--- config.mk ---
export PLATFORM = sky130hd
export DESIGN_NAME = udp_stream_parser
export DESIGN_NICKNAME = d
export VERILOG_FILES = /design/src/rtl/udp_stream_parser.sv
export SDC_FILE = /design/constraint.sdc
export NUM_CORES = 1
export LEC_CHECK = 0
export CAP_MARGIN = 25
export CORE_MARGIN = 2
export CORE_UTILIZATION = 45
export DETAILED_ROUTE_END_ITERATION = 10
export PLACE_DENSITY_LB_ADDON = 0.05
export SYNTH_ARGS = -nofsm -noshare
export SYNTH_HDL_FRONTEND = slang
export SYNTH_SLANG_ARGS = --single-unit
--- constraint.sdc ---
create_clock -name clk -period 3.05 [get_ports clk]
set_input_delay 0.915 -clock clk [delete_from_list [all_inputs] [get_ports clk]]
set_output_delay 0.915 -clock clk [all_outputs]
set_load 0.01 [all_outputs]
--- src/rtl/udp_stream_parser.sv ---
// Byte-stream UDP/IPv4 receive parser: strips the Ethernet/IPv4/UDP headers, filters on
// destination port, forwards payload with sof/eof, trims padding and counts accept/drop.
module udp_stream_parser #(
  parameter bit                      ETH_HDR   = 1'b1,
  parameter bit                      FILTER_EN = 1'b1,
  parameter int                      NUM_PORTS = 4,
  parameter logic [NUM_PORTS*16-1:0] PORT_LIST = '0,
  parameter int                      CNT_WIDTH = 32
) (
  input  logic                 clk,
  input  logic                 reset,
  input  logic                 in_empty,
  input  logic [7:0]           in_dout,
  input  logic                 in_sof,
  input  logic                 in_eof,
  output logic                 in_rd_en,
  input  logic                 out_full,
  output logic                 out_wr_en,
  output logic [7:0]           out_din,
  output logic                 out_sof,
  output logic                 out_eof,
  output logic [31:0]          src_ip,
  output logic [15:0]          src_port,
  output logic                 err_trunc,
  output logic [CNT_WIDTH-1:0] pkt_count,
  output logic [CNT_WIDTH-1:0] drop_count
);

  localparam int B = ETH_HDR ? 14 : 0;
  localparam logic [5:0] IDX_VER   = 6'(B);
  localparam logic [5:0] IDX_PROTO = 6'(B + 9);
  localparam logic [5:0] IDX_SIP   = 6'(B + 12);
  localparam logic [5:0] IDX_SPORT = 6'(B + 20);
  localparam logic [5:0] IDX_DPORT = 6'(B + 22);
  localparam logic [5:0] IDX_ULEN  = 6'(B + 24);
  localparam logic [5:0] IDX_LAST  = 6'(B + 27);
  localparam logic [CNT_WIDTH-1:0] CNT_ONE = 1;

  typedef enum logic [1:0] {S_IDLE, S_HDR, S_PAYLOAD, S_DRAIN} state_t;

  state_t               state_q;
  logic [5:0]           hdr_cnt_q;
  logic                 hdr_ok_q;
  logic [31:0]          ip_tmp_q;
  logic [15:0]          sport_tmp_q;
  logic [15:0]          dport_q;
  logic [15:0]          ulen_q;
  logic [15:0]          pay_rem_q;
  logic                 first_q;
  logic [31:0]          src_ip_q;
  logic [15:0]          src_port_q;
  logic [CNT_WIDTH-1:0] pkt_q;
  logic [CNT_WIDTH-1:0] drop_q;

  logic [5:0] idx;
  logic       byte_ok;
  logic       accept;

  function automatic logic port_match(input logic [15:0] port);
    logic hit;
    hit = 1'b0;
    for (int i = 0; i < NUM_PORTS; i++)
      if (PORT_LIST[16*i +: 16] == port) hit = 1'b1;
    return hit;
  endfunction

  // Byte 0 is popped in IDLE, so the header index is forced to 0 there.
  assign idx = (state_q == S_HDR) ? hdr_cnt_q : 6'd0;

  // NOTE: every always_comb output gets a default first so no latch is inferred.
  always_comb begin
    byte_ok = 1'b1;
    if (ETH_HDR && idx == 6'd12 && in_dout != 8'h08) byte_ok = 1'b0;
    if (ETH_HDR && idx == 6'd13 && in_dout != 8'h00) byte_ok = 1'b0;
    if (idx == IDX_VER   && in_dout != 8'h45)        byte_ok = 1'b0;
    if (idx == IDX_PROTO && in_dout != 8'h11)        byte_ok = 1'b0;
  end

  assign accept = hdr_ok_q && byte_ok && (ulen_q > 16'd8) &&
                  (!FILTER_EN || port_match(dport_q));

  // Payload path is combinational so a pop and its write land in the same cycle.
  assign in_rd_en  = !in_empty && (state_q != S_PAYLOAD || !out_full);
  assign out_wr_en = in_rd_en && (state_q == S_PAYLOAD);
  assign out_din   = out_wr_en ? in_dout : 8'h00;
  assign out_sof   = out_wr_en && first_q;
  assign out_eof   = out_wr_en && (pay_rem_q == 16'd1 || in_eof);
  assign err_trunc = out_wr_en && in_eof && (pay_rem_q != 16'd1);

  assign src_ip     = src_ip_q;
  assign src_port   = src_port_q;
  assign pkt_count  = pkt_q;
  assign drop_count = drop_q;

  // NOTE: sequential state uses non-blocking assignments only, so every register
  // sees the pre-edge values of the others.
  always_ff @(posedge clk) begin
    if (!reset) begin
      state_q     <= S_IDLE;
      hdr_cnt_q   <= '0;
      hdr_ok_q    <= 1'b0;
      ip_tmp_q    <= '0;
      sport_tmp_q <= '0;
      dport_q     <= '0;
      ulen_q      <= '0;
      pay_rem_q   <= '0;
      first_q     <= 1'b0;
      src_ip_q    <= '0;
      src_port_q  <= '0;
      pkt_q       <= '0;
      drop_q      <= '0;
    end else if (in_rd_en) begin
      unique case (state_q)
        S_IDLE: begin
          if (in_sof) begin
            hdr_cnt_q <= 6'd1;
            hdr_ok_q  <= byte_ok;
            if (in_eof) drop_q  <= drop_q + CNT_ONE;
            else        state_q <= S_HDR;
          end
        end
        S_HDR: begin
          hdr_cnt_q <= hdr_cnt_q + 6'd1;
          hdr_ok_q  <= hdr_ok_q & byte_ok;
          if (idx >= IDX_SIP && idx < IDX_SIP + 6'd4)
            ip_tmp_q <= {ip_tmp_q[23:0], in_dout};
          if (idx == IDX_SPORT || idx == IDX_SPORT + 6'd1)
            sport_tmp_q <= {sport_tmp_q[7:0], in_dout};
          if (idx == IDX_DPORT || idx == IDX_DPORT + 6'd1)
            dport_q <= {dport_q[7:0], in_dout};
          if (idx == IDX_ULEN || idx == IDX_ULEN + 6'd1)
            ulen_q <= {ulen_q[7:0], in_dout};
          if (in_eof) begin
            drop_q  <= drop_q + CNT_ONE;
            state_q <= S_IDLE;
          end else if (idx == IDX_LAST) begin
            if (accept) begin
              pay_rem_q  <= ulen_q - 16'd8;
              first_q    <= 1'b1;
              src_ip_q   <= ip_tmp_q;
              src_port_q <= sport_tmp_q;
              state_q    <= S_PAYLOAD;
            end else begin
              drop_q  <= drop_q + CNT_ONE;
              state_q <= S_DRAIN;
            end
          end
        end
        S_PAYLOAD: begin
          pay_rem_q <= pay_rem_q - 16'd1;
          first_q   <= 1'b0;
          if (pay_rem_q == 16'd1) begin
            pkt_q   <= pkt_q + CNT_ONE;
            state_q <= in_eof ? S_IDLE : S_DRAIN;
          end else if (in_eof) begin
            pkt_q   <= pkt_q + CNT_ONE;
            state_q <= S_IDLE;
          end
        end
        S_DRAIN: begin
          if (in_eof) state_q <= S_IDLE;
        end
      endcase
    end
  end

endmodule

After elaboration in Yosys (flattened, before gate mapping)
Cells that the tools add are included.
{"block": "totals", "reg_bits": 218, "in_bits": 14, "out_inout_bits": 125, "elab_cells": 124}
{"block": "classes", "n_addsub": 5, "magnitude_cmp": 3, "n_eq_ne": 28, "mux": 36, "bitwise": 2, "n_reduce_logical": 37}
{"cell": "$mux W32", "count": 7}
{"cell": "$add A32 B1 Y32 const B", "count": 2}
{"cell": "$pmux W32 S2", "count": 1}
{"cell": "$mux W16", "count": 3}
{"cell": "$eq A6 B6 Y1 const B", "count": 7}
{"cell": "$pmux W16 S2", "count": 1}
{"cell": "$eq A6 B4 Y1 const B", "count": 3}
{"cell": "$reduce_and A3 Y1", "count": 6}
{"cell": "$eq A16 B1 Y1 const B", "count": 1}
{"cell": "$gt A16 B4 Y1 const B", "count": 1}
{"cell": "$logic_not A16 Y1", "count": 1}
{"cell": "$ne A16 B1 Y1 const B", "count": 1}
{"cell": "$sub A16 B1 Y16 const B", "count": 1}
{"cell": "$sub A16 B4 Y16 const B", "count": 1}
{"cell": "$logic_and A1 B1 Y1", "count": 14}
{"cell": "$mux W2", "count": 7}
{"cell": "$mux W6", "count": 2}
{"cell": "$ne A2 B2 Y1 const B", "count": 6}
{"cell": "$pmux W6 S2", "count": 1}
{"cell": "$mux W1", "count": 10}
{"cell": "$reduce_and A5 Y1", "count": 2}
{"cell": "$mux W8", "count": 1}
{"cell": "$ne A8 B4 Y1 const B", "count": 1}
{"cell": "$ne A8 B5 Y1 const B", "count": 1}
{"cell": "21 further kinds", "count": 30}

Depth between registers and ports, before layout
Gate-level depths: netlist (run 1).
{"block": "logic_depth", "depth_word": 15, "ltp_mapped": 10, "ltp_nobuf": 7}

Worst setup path after synthesis (run 1)
No wires, ideal clock.
{"block": "synth_path", "kind": "input to output", "from": "input in_empty", "to": "output out_din[0]", "arrival_time_ns": 2.417, "t_required_ns": 2.135, "slack_ns": -0.282, "path_stages": 7, "path_buffers": 4, "path_cell_list": "clkbuf_1 or3_1 buf_2 inv_2 clkbuf_1 clkbuf_1 and2_1"}
{"block": "synth_between", "elab_chain_cells": 4}
{"item": "start: declaration", "line_no": "12", "rtl": "input logic in_empty,"}
{"item": "$logic_not A1 Y1", "line_no": "83", "rtl": "assign in_rd_en = !in_empty && (state_q != S_PAYLOAD || !out_full);"}
{"item": "$logic_and A1 B1 Y1", "line_no": "83"}
{"item": "$logic_and A1 B1 Y1", "line_no": "84", "rtl": "assign out_wr_en = in_rd_en && (state_q == S_PAYLOAD);"}
{"item": "net out_wr_en", "line_no": "18", "rtl": "output logic out_wr_en,"}
{"item": "$mux W8", "line_no": "85", "rtl": "assign out_din = out_wr_en ? in_dout : 8'h00;"}
{"item": "end: declaration", "line_no": "19", "rtl": "output logic [7:0] out_din,"}
The timed path passes the listed nets, and every way through them passes these cells.

Worst setup path after layout (run 1)
{"block": "layout_path", "from": "input in_empty", "to": "output err_trunc"}
{"block": "layout_between", "elab_chain_cells": 5}
{"item": "$logic_not A1 Y1", "line_no": "83"}
{"item": "$logic_and A1 B1 Y1", "line_no": "83"}
{"item": "$logic_and A1 B1 Y1", "line_no": "84"}
{"item": "$logic_and A1 B1 Y1 (2 in a row)", "line_no": "88", "rtl": "assign err_trunc = out_wr_en && in_eof && (pay_rem_q != 16'd1);"}
{"item": "end: declaration", "line_no": "24", "rtl": "output logic err_trunc,"}
No other way between the ends.

==> metrics.csv, run 1 <==
metric,value,unit
tns,0,ns
hold_viol,0,
ys_warn_count,0,
cp-end-kind,primary output,
p_leak,4.30,nW
grt_pass1_vias,8277,
required,2.13,ns
synth.area.top_cells,"dfxtp_1, nand2_1, a21oi_1",
ant_nets,0,
ctsHtreeMaxLevel,1,
synthCells,1191,
hp-start,sport_tmp_q[12],
clock_power_share,48.8,%
synthesis.area,9610,µm²
row_count,53,
clock_sinks,218,
coreArea,21000,µm²
viasPerCell,5.46,
net-switching-power,0.00128,W
totalWireLength,25700,µm
clkLatencyLatePin,0.53,ns
grtUsageTotal,22.4,%
p_int,0.00465,W
drt_iter0_drc,348,
cp-endpoint,err_trunc,
ys_ff_latch,218,
fin_nets,1363,
die-area,22500,µm²
syn_nets,1211,
numCtsBuffers,24,
p_per_area,476,nW/µm²
start_kind,input port,
num_vias,8933,
peakVddDrop,0.387,mV
power_frac_seq,48.1,%
maxSlewViolCount,0,
r2r-start,ulen_q[11],
num_io_pins,139,
r2r_slack,0.50,ns
cts_hold_buffers,0,
path_class,input port to primary output,
slew-limit-headroom,36.3,%
comb_power_share,3.0,%
root_buffer,clkbuf_16,
dr.pass1.iters,5,
reg2regPathDepth,7,
avgSynthCellArea,8.07,µm²
post-route-drc-count,0,
switching_share,21.7,%
yosys-top-cells-count,"dfxtp_1, nand2_1, a21oi_1",
post-dp-hpwl,17000,µm
fp.dieH,150,µm
status,"finished, final reports clean",
cts_tree,built,
grt-ovfl-total,0,
place_congestion,0.795,
fin_crit,3.01,ns
yosys.area.top_type,dfxtp_1,
worstPathArrival,2.10,ns
initial_core_util,45.7,%
layout-drive-gt1-share,9.93,%
finalSetupViolations,0,
yosysTopAreaCellShare,45.4,%
port_buffers,138,
grt_max_degree,63,
grt_antenna_before_repair,0,
crit_path_start,in_empty,
stdcell_area,12500,µm²
min_path_type,register to register,
fmax,332,MHz
wl_per_cell,15.7,µm
grt_first_pass_wirelength,41700,µm
period_share,98.7,%
die_w,150,µm
synth_ff_type,dfxtp_1,
worst_pin_slew,0.946,ns
synth-seq-area-share,45.4,%
synth_cell_type_count,59,
crit_path_max_fanout,3,
syn2layout_area_growth,29.6,%
synth_edf_count,0,
cts_buffer_depth,3,
dpl_cell_area,11700,µm²
async_reset_ff_share,0,%
rsz0062_at_grt,false,
max-cap-violations,0,
r2r-end,drop_count[17],
clk_pin_slew,0.06,ns
finClkSkew,0.0209,ns
diodes,0,
nFillCells,1884,
-- area by class of cell --
type | instances | area [µm²] | share of cell area, %
well taps | 275 | 344 | 2.76
multi-input cells | 866 | 4850 | 38.9
clock inverters | 5 | 63.8 | 0.512
repair inverters | 1 | 6.26 | 0.0502
flip-flops and latches | 218 | 4360 | 35.0
clock buffers | 38 | 733 | 5.89
inverters | 25 | 106 | 0.854
repair buffers | 207 | 1990 | 16.0
-- layer usage --
metal  wire length, µm  global-route usage (%)
met2             12000                    36.3
met4               554                    6.04
met3               933                    3.36
met5                 0                       0
met1             12200                    31.2
-- critical path, cell delays in order --
cell and delay, ns:
dlygate4sd2_1 0.24, or3_4 0.48, buf_6 0.16, nor3_2 0.15
buf_2 0.15
-- how the worst min path moves through the flow --
stage | cells past startpoint | end
final | 2 | src_port[12]
after global routing | 2 | src_ip[30]
after CTS | 2 | src_port[12]
after detailed placement | 2 | src_port[1]
after global placement | 2 | src_port[15]
after floorplan | 2 | src_ip[24]
-- cell families after synthesis --
family,Yosys count,synth area share [%]
AO/OA/AOI/OAI,278,16.6
adder cells (fa/ha/maj),6,0.781
buffers and inverters,107,4.45
multiplexers,51,5.31
XOR/XNOR,20,1.82
AND/OR/NAND/NOR,511,25.6
flip-flops,218,45.4
-- power by group through the flow --
| stage | Combinational, W | Sequential, W | Clock, W |
|---|---|---|---|
| global placement | 0.000182 | 0.00292 | 0 |
| detailed placement | 0.000182 | 0.00292 | 0 |
| floorplan | 0.0000775 | 0.00292 | 0 |
| finish | 0.000180 | 0.00286 | 0.00290 |
| CTS | 0.000182 | 0.00286 | 0.00298 |
| global route | 0.000196 | 0.00285 | 0.00308 |
-- cell usage in the layout (no fill, tap or decap), drive strengths merged, types with 2 or more instances in the layout --
master         synthesis  layout
mux2i                 51      51
and4                   8       8
a22oi                  3       3
dlygate4sd2            0       3
nand3b                 2       2
clkdlybuf4s50          0     123
a221oi                 2       2
nand4                 20      20
xnor2                 13      13
a21o                   2       2
ha                     6       6
dfxtp                218     218
o31ai                 28      28
or3                   26      26
o22ai                  5       5
a211o                  4       4
a21oi                159     159
and3                  12      12
xor2                   7       7
nor2                  91      91
clkinv                 0       3
o21ai                 46      46
o21a                   5       5
and2                  13      13
nor3                  23      23
nand3                 35      35
nand2b                 5       5
or4                   33      33
o211ai                 4       4
clkbuf                60      38
a2111oi                2       2
clkdlybuf4s15          0       4
nand2                218     218
o221ai                 2       2
a211oi                 5       5
inv                   25      26
nor4                  15      15
or2                    2       2
nor4b                  3       3
buf                   22      77
-- state kept, by name, summed over array words and instances (netlist names), 6 cells and up --
signal	count
sport_tmp_q	16
hdr_cnt_q	6
pay_rem_q	16
pkt_count	32
dport_q	16
src_ip	32
src_port	16
ip_tmp_q	32
drop_count	32
ulen_q	16
-- through the flow --
| stage | cells | hold slack [ns] | setup slack [ns] | power (W) | utilization (%) |
|---|---|---|---|---|---|
| 2_1_floorplan | 1191 | 0.431 | -0.00808 | 0.00300 | - |
| 3_3_place_gp | 1590 | 0.443 | -0.598 | 0.00310 | 55.4 |
| 3_5_place_dp | 1590 | 0.446 | -0.592 | 0.00310 | 55.4 |
| 4_1_cts | 1635 | 0.453 | 0.0660 | 0.00601 | 59.3 |
| 5_1_grt | 1635 | 0.469 | 0.0191 | 0.00613 | 59.3 |
| 6_report | 1635 | 0.448 | 0.0381 | 0.00593 | 59.3 |
-- repair_timing --
action	CTS	global route
endpoints found under the hold margin	0	0
buffers inserted	1	0
endpoints found under the setup margin	13	0
resized for setup	55	0
Note: power is estimated with default switching activity, not from simulation.
==> run 2, diff against run 1 <==
CTS_CLUSTER_DIAMETER = 60   (was not set)
SKIP_CTS_REPAIR_TIMING = 1   (was not set)
==> run 2 against run 1 <==
  * Die area unchanged
  * Via count down 0.18%
  * Critical endpoint unchanged
  * Highest routed layer unchanged
  * First-iteration DRC count is 4.0% higher
  * Global-route usage fell by 0.33 points
  * Total power up 4.5%
  * Non-clock buffer count unchanged
  * Wire length shrank 0.86%
  * Maximum frequency up 3.1%
  * Flip-flop and latch count stayed put
  * Worst setup slack improved by 0.090 ns
  * Cell count decreased by 0.12%
  * Largest cell class unchanged
  * Clock power increased by 9.0%
==> metrics.csv, run 2 (synthesis gave the netlist of run 1 again) <==
metric,value,unit,change
grt_first_pass_wirelength,41300,µm,-1.1%
die-area,22500,µm²,unchanged
fin_crit,2.92,ns,-0.0898 ns
clkLatencyLatePin,0.52,ns,about the same
cts_buffer_depth,3,,unchanged
diodes,0,,unchanged
rsz0062_at_grt,false,,
num_io_pins,139,,unchanged
die_w,150,µm,unchanged
stdcell_area,12600,µm²,+0.82%
ant_nets,0,,unchanged
totalWireLength,25500,µm,-0.86%
cts_tree,built,,
regArea,4360,µm²,unchanged
cp-end-kind,primary output,,
layout_setup_ws,0.128,ns,+0.0898 ns
post-route-drc-count,0,,unchanged
place_congestion,0.795,,unchanged
slowest_delay,0.46,ns,-0.02 ns
pre_cts_slack,-0.592,ns,unchanged
grt_antenna_before_repair,0,,unchanged
worstPathArrival,2.01,ns,-0.09 ns
port_buffers,138,,unchanged
p_per_area,494,nW/µm²,+3.6%
numCtsBuffers,25,,+4.2%
grt_max_degree,63,,unchanged
finalSetupViolations,0,,unchanged
crit_path_max_fanout,3,,unchanged
min_path_type,register to register,,
total_power,0.00620,W,+4.5%
fin_nets,1364,,+0.073%
grt-ovfl-total,0,,unchanged
clock_sinks,218,,unchanged
hold_viol,0,,unchanged
maxSlewViolCount,0,,unchanged
critPathSlowestCell,or3_4,,
peakVddDrop,0.430,mV,+11%
status,"finished, final reports clean",,
crit_chain,dlymetal6s2s_1 -> or3_4 -> buf_4 -> nor3_1 -> clkbuf_2,,
drt_iter0_drc,362,,+4.0%
dpl_cell_area,11700,µm²,unchanged
grt_pass1_vias,8248,,-0.35%
viasPerCell,5.46,,about the same
max-cap-violations,0,,unchanged
final_cell_mix,"nand2_1, dfxtp_1, a21oi_1, clkdlybuf4s50_1, nor2_1",,
layout-drive-gt1-share,9.28,%,-0.65 points
fmax,342,MHz,+3.1%
grtUsageTotal,22.1,%,-0.33 points
fp.dieH,150,µm,unchanged
finClkSkew,0.0156,ns,-0.00533 ns
nFillCells,1889,,+0.27%
start_kind,input port,,
dr.pass1.iters,5,,unchanged
num_vias,8917,,-0.18%
required,2.13,ns,about the same
wl_per_cell,15.6,µm,-0.74%
ctsHtreeMaxLevel,1,,unchanged
coreArea,21000,µm²,unchanged
p_leak,4.50,nW,+4.5%
initial_core_util,45.7,%,unchanged
period_share,95.8,%,-2.9 points
root_buffer,clkbuf_16,,
placed_cells,1590,,unchanged
row_count,53,,unchanged
slew-limit-headroom,34.2,%,-2.1 points
multi_input_area,4840,µm²,-0.15%
clk_pin_slew,0.05,ns,about the same
syn2layout_area_growth,30.7,%,
post-dp-hpwl,17000,µm,unchanged
path_class,input port to primary output,,
fin_cells,1633,,-0.12%
worst_pin_slew,0.977,ns,+0.0312 ns
## run 2: cell types whose count changed in the layout (fill, tap and decap cells not counted), sizes merged, moves of 3 or more
cell,previous run,this run
buf,77,70
dlymetal6s2s,0,11
bufinv,1,5
clkdlybuf4s15,4,0
dlygate4sd2,3,0
clkbuf,38,34
## run 2: report_power, final
group,switching (W),internal [W],total (W)
clock,0.00117,0.00199,0.00316
combinational,0.000112,0.0000693,0.000181
sequential,0.00000416,0.00285,0.00286
## run 2: layout make-up
class	count	share of cell area [%]
clock buffers	31	5.40
clock inverters	10	1.48
flip-flops and latches	218	34.8
multi-input cells	866	38.5
repair buffers	207	16.2
repair inverters	1	0.0498
inverters	25	0.847
well taps	275	2.74
## run 2: stage by stage
stage | util (%) | hold WS (ns) | TNS (ns)
after floorplan | - | 0.431 | -0.0647
after global placement | 55.4 | 0.443 | -13.79
after detailed placement | 55.4 | 0.446 | -14.70
after CTS | 59.6 | 0.454 | -6.70
after global routing | 59.7 | 0.468 | 0
final | 59.7 | 0.452 | 0
## run 2: path summary, 6_finish.rpt
check	end	slack [ns]	startpoint	cells after the start
setup / recovery	err_trunc	0.13	in_empty	5
hold / removal	src_port[1]	0.45	src_port[1]	2
setup reg to reg	drop_count[17]	0.51	ulen_q[11]	7
hold reg to reg	src_port[1]	0.45	src_port[1]	2
## run 2: critical path: cells and delay by family
kind,cells,cell delay (ns)
buf+inv,3,0.46
simple gates,2,0.63
## run 2: metal layers
metal | GRT usage [%] | wire length (µm) | vias up | share of wire [%]
met4 | 5.75 | 465 | 0 | 1.8
li1 | - | - | 4526 | -
met2 | 36.0 | 12000 | 137 | 47
met5 | 0 | 0 | - | 0
met1 | 30.9 | 12000 | 4211 | 47
met3 | 3.06 | 989 | 43 | 3.9
==> run 3, diff against run 2 <==
ABC_AREA = 1   (was not set)
==> run 3 against run 2 <==
  * Non-clock buffer count is 4 lower
  * Maximum frequency hardly changed
  * Combinational power is 54% higher
  * Flip-flop and latch count stayed put
  * Cell count is 24% higher
  * First-iteration DRC count is 100% higher
  * Core utilization is 1.5 points lower
  * Critical path depth is 1 higher
  * Design area is 8.0% higher
  * Largest cell class unchanged
  * Highest routed layer unchanged
==> metrics.csv, run 3 <==
metric,value,unit,change
status,"finished, final reports clean",,
peakVddDrop,0.399,mV,-7.4%
num_vias,10545,,+18%
syn2layout_area_growth,28.4,%,
regArea,4370,µm²,about the same
reg2regPathDepth,11,,+4
synth_ff_type,dfxtp_1,,
syn_nets,1551,,+28%
slew-limit-headroom,62.1,%,+28 points
r2r-end,pay_rem_q[15],,
nFillCells,2347,,+24%
final_cell_mix,"nand2_1, dfxtp_1, nor2_1, a21oi_1, clkdlybuf4s50_1",,
cts_tree,built,,
p_per_area,460,nW/µm²,-6.8%
wl_per_cell,14.9,µm,-4.4%
yosys.area.top_type,dfxtp_1,,
avgSynthCellArea,6.90,µm²,-15%
ys_warn_count,0,,unchanged
yosysMostFrequentCell,nand2_1,,
multi_input_area,5460,µm²,+13%
cp-endpoint,in_rd_en,,
synth_edf_count,0,,unchanged
maxSlewViolCount,0,,unchanged
fin_crit,2.92,ns,-0.00141 ns
worst_pin_slew,0.563,ns,-0.414 ns
ant_nets,0,,unchanged
diodes,0,,unchanged
post-route-drc-count,0,,unchanged
clock_power_share,49.5,%,-1.5 points
r2r-start,ulen_q[6],,
place_congestion,0.873,,+9.9%
net-switching-power,0.00140,W,+8.5%
post-dp-hpwl,20900,µm,+23%
totalWireLength,30200,µm,+18%
crit_path_start,state_q[0],,
grt_antenna_before_repair,0,,unchanged
clkLatencyLatePin,0.53,ns,about the same
min_path_type,register to register,,
synth_cell_type_count,40,,-32%
required,2.13,ns,about the same
finClkSkew,0.0134,ns,-0.00219 ns
row_count,56,,+5.7%
path_class,register to primary output,,
dr.pass1.iters,5,,unchanged
coreArea,23300,µm²,+11%
grt_first_pass_wirelength,49000,µm,+19%
drt_iter0_drc,736,,+100%
cts_buffer_depth,3,,unchanged
port_buffers,138,,unchanged
clock_sinks,218,,unchanged
grt_max_degree,87,,+38%
viasPerCell,5.22,,-4.4%
root_buffer,clkbuf_16,,
grt-ovfl-total,0,,unchanged
p_leak,5.26,nW,+17%
synthCells,1531,,+29%
finalSetupViolations,0,,unchanged
grt_pass1_vias,9687,,+17%
synth-seq-area-share,41.3,%,-4.1 points
fin_cells,2020,,+24%
layout-drive-gt1-share,8.41,%,-0.87 points
switching_share,22.4,%,+1.6 points
fmax,342,MHz,about the same
yosys-top-cells-count,"nand2_1, dfxtp_1, nor2_1",,
ctsHtreeMaxLevel,1,,unchanged
layout_commonest_cell,nand2_1,,
total_power,0.00624,W,+0.60%
fin_nets,1702,,+25%
start_kind,register,,
r2r_slack,0.74,ns,+0.23 ns
hold_viol,0,,unchanged
max-cap-violations,0,,unchanged
worstPathArrival,2.01,ns,about the same
clk_pin_slew,0.06,ns,about the same
cp-end-kind,primary output,,
period_share,95.8,%,about the same
yosysTopAreaCellShare,41.3,%,-4.1 points
placed_cells,1971,,+24%
p_int,0.00484,W,-1.5%
crit_path_max_fanout,6,,+3
die-area,24700,µm²,+9.6%
synthesis.area,10600,µm²,+9.8%
power_frac_seq,46.0,%,about the same
die_w,157,µm,+4.7%
async_reset_ff_share,0,%,unchanged
ys_ff_latch,218,,unchanged
comb_power_share,4.5,%,+1.6 points
num_io_pins,139,,unchanged
synth.area.top_cells,"dfxtp_1, nand2_1, nor2_1",,
fp.dieH,157,µm,+4.7%
initial_core_util,45.4,%,-0.34 points
grtUsageTotal,24.1,%,+2.0 points
numCtsBuffers,25,,unchanged
-- run 3: changes by cell type after synthesis, sizes merged, moves of 24 or more --
cell and change:
nor2 +130, inv +94, nand2 +88, nand3 +83, nor3 +67, o21ai +51
mux2i -50, xor2 +35, or4 -33, a211oi +28, o31ai -26, or3 -26
a21oi -24
-- run 3: logic make-up (layout without fill, tap and decap cells) --
| family | after synthesis | after routing | share of synthesized area, % |
|---|---|---|---|
| AOI/OAI and AO/OA | 272 | 272 | 13.9 |
| xor gates and xnor gates | 58 | 58 | 4.81 |
| adders and majority gates | 6 | 6 | 0.711 |
| buffers and inverters | 198 | 368 | 7.43 |
| DFF | 218 | 218 | 41.3 |
| muxes | 1 | 1 | 0.0948 |
| and+or+nand+nor | 778 | 778 | 31.7 |
-- run 3: how the worst min path moves through the flow --
stage	from	to	slack (ns)	cells past startpoint
6_report	dport_q[12]	dport_q[12]	0.46	2
5_1_grt	dport_q[12]	dport_q[12]	0.48	2
2_1_floorplan	hdr_ok_q	hdr_ok_q	0.43	2
4_1_cts	dport_q[15]	dport_q[15]	0.46	2
3_5_place_dp	dport_q[15]	dport_q[15]	0.45	2
3_3_place_gp	dport_q[15]	dport_q[15]	0.44	2
-- run 3: worst max-delay path, cell delays in order, from the launching register on --
cell and delay, ns:
dfxtp_1 0.47, inv_2 0.09, nand2_2 0.12, o21ai_2 0.08
buf_4 0.13, inv_2 0.04, clkdlybuf4s50_1 0.56
-- run 3: metal layers --
| layer | global-route usage (%) | vias up | share of wire [%] |
|---|---|---|---|
| met2 | 38.4 | 283 | 44 |
| met4 | 5.71 | 0 | 2.0 |
| met5 | 0 | - | 0 |
| li1 | - | 5364 | - |
| met3 | 3.28 | 44 | 5.4 |
| met1 | 34.6 | 4854 | 48 |
-- run 3: power by group through the flow --
stage                     registers (W)  clock network [W]  logic, W
after detailed placement        0.00293                  0  0.000277
final                           0.00287            0.00309  0.000279
after floorplan                 0.00293                  0  0.000147
after CTS                       0.00287            0.00316  0.000278
after global routing            0.00287            0.00326  0.000308
after global placement          0.00293                  0  0.000276
-- run 3: layout make-up --
class | instances | share of cell area [%]
Sequential cell | 218 | 32.2
Tap cell | 319 | 2.94
Clock inverter | 7 | 0.701
Inverter | 119 | 3.37
Timing Repair Buffer | 203 | 14.9
Multi-Input combinational cell | 1115 | 40.3
Clock buffer | 39 | 5.59
-- run 3: per-stage QoR --
step	hold WS (ns)	TNS (ns)	worst slack, ns	cell area [µm²]	util [%]
floorplan	0.430	0	0.386	10600	-
global placement	0.445	-4.71	-0.402	12600	54.2
detailed placement	0.449	-5.36	-0.391	12600	54.2
CTS	0.461	-4.33	-0.395	13500	57.8
global route	0.478	-0.00692	-0.00692	13600	58.3
finish	0.456	0	0.129	13600	58.3
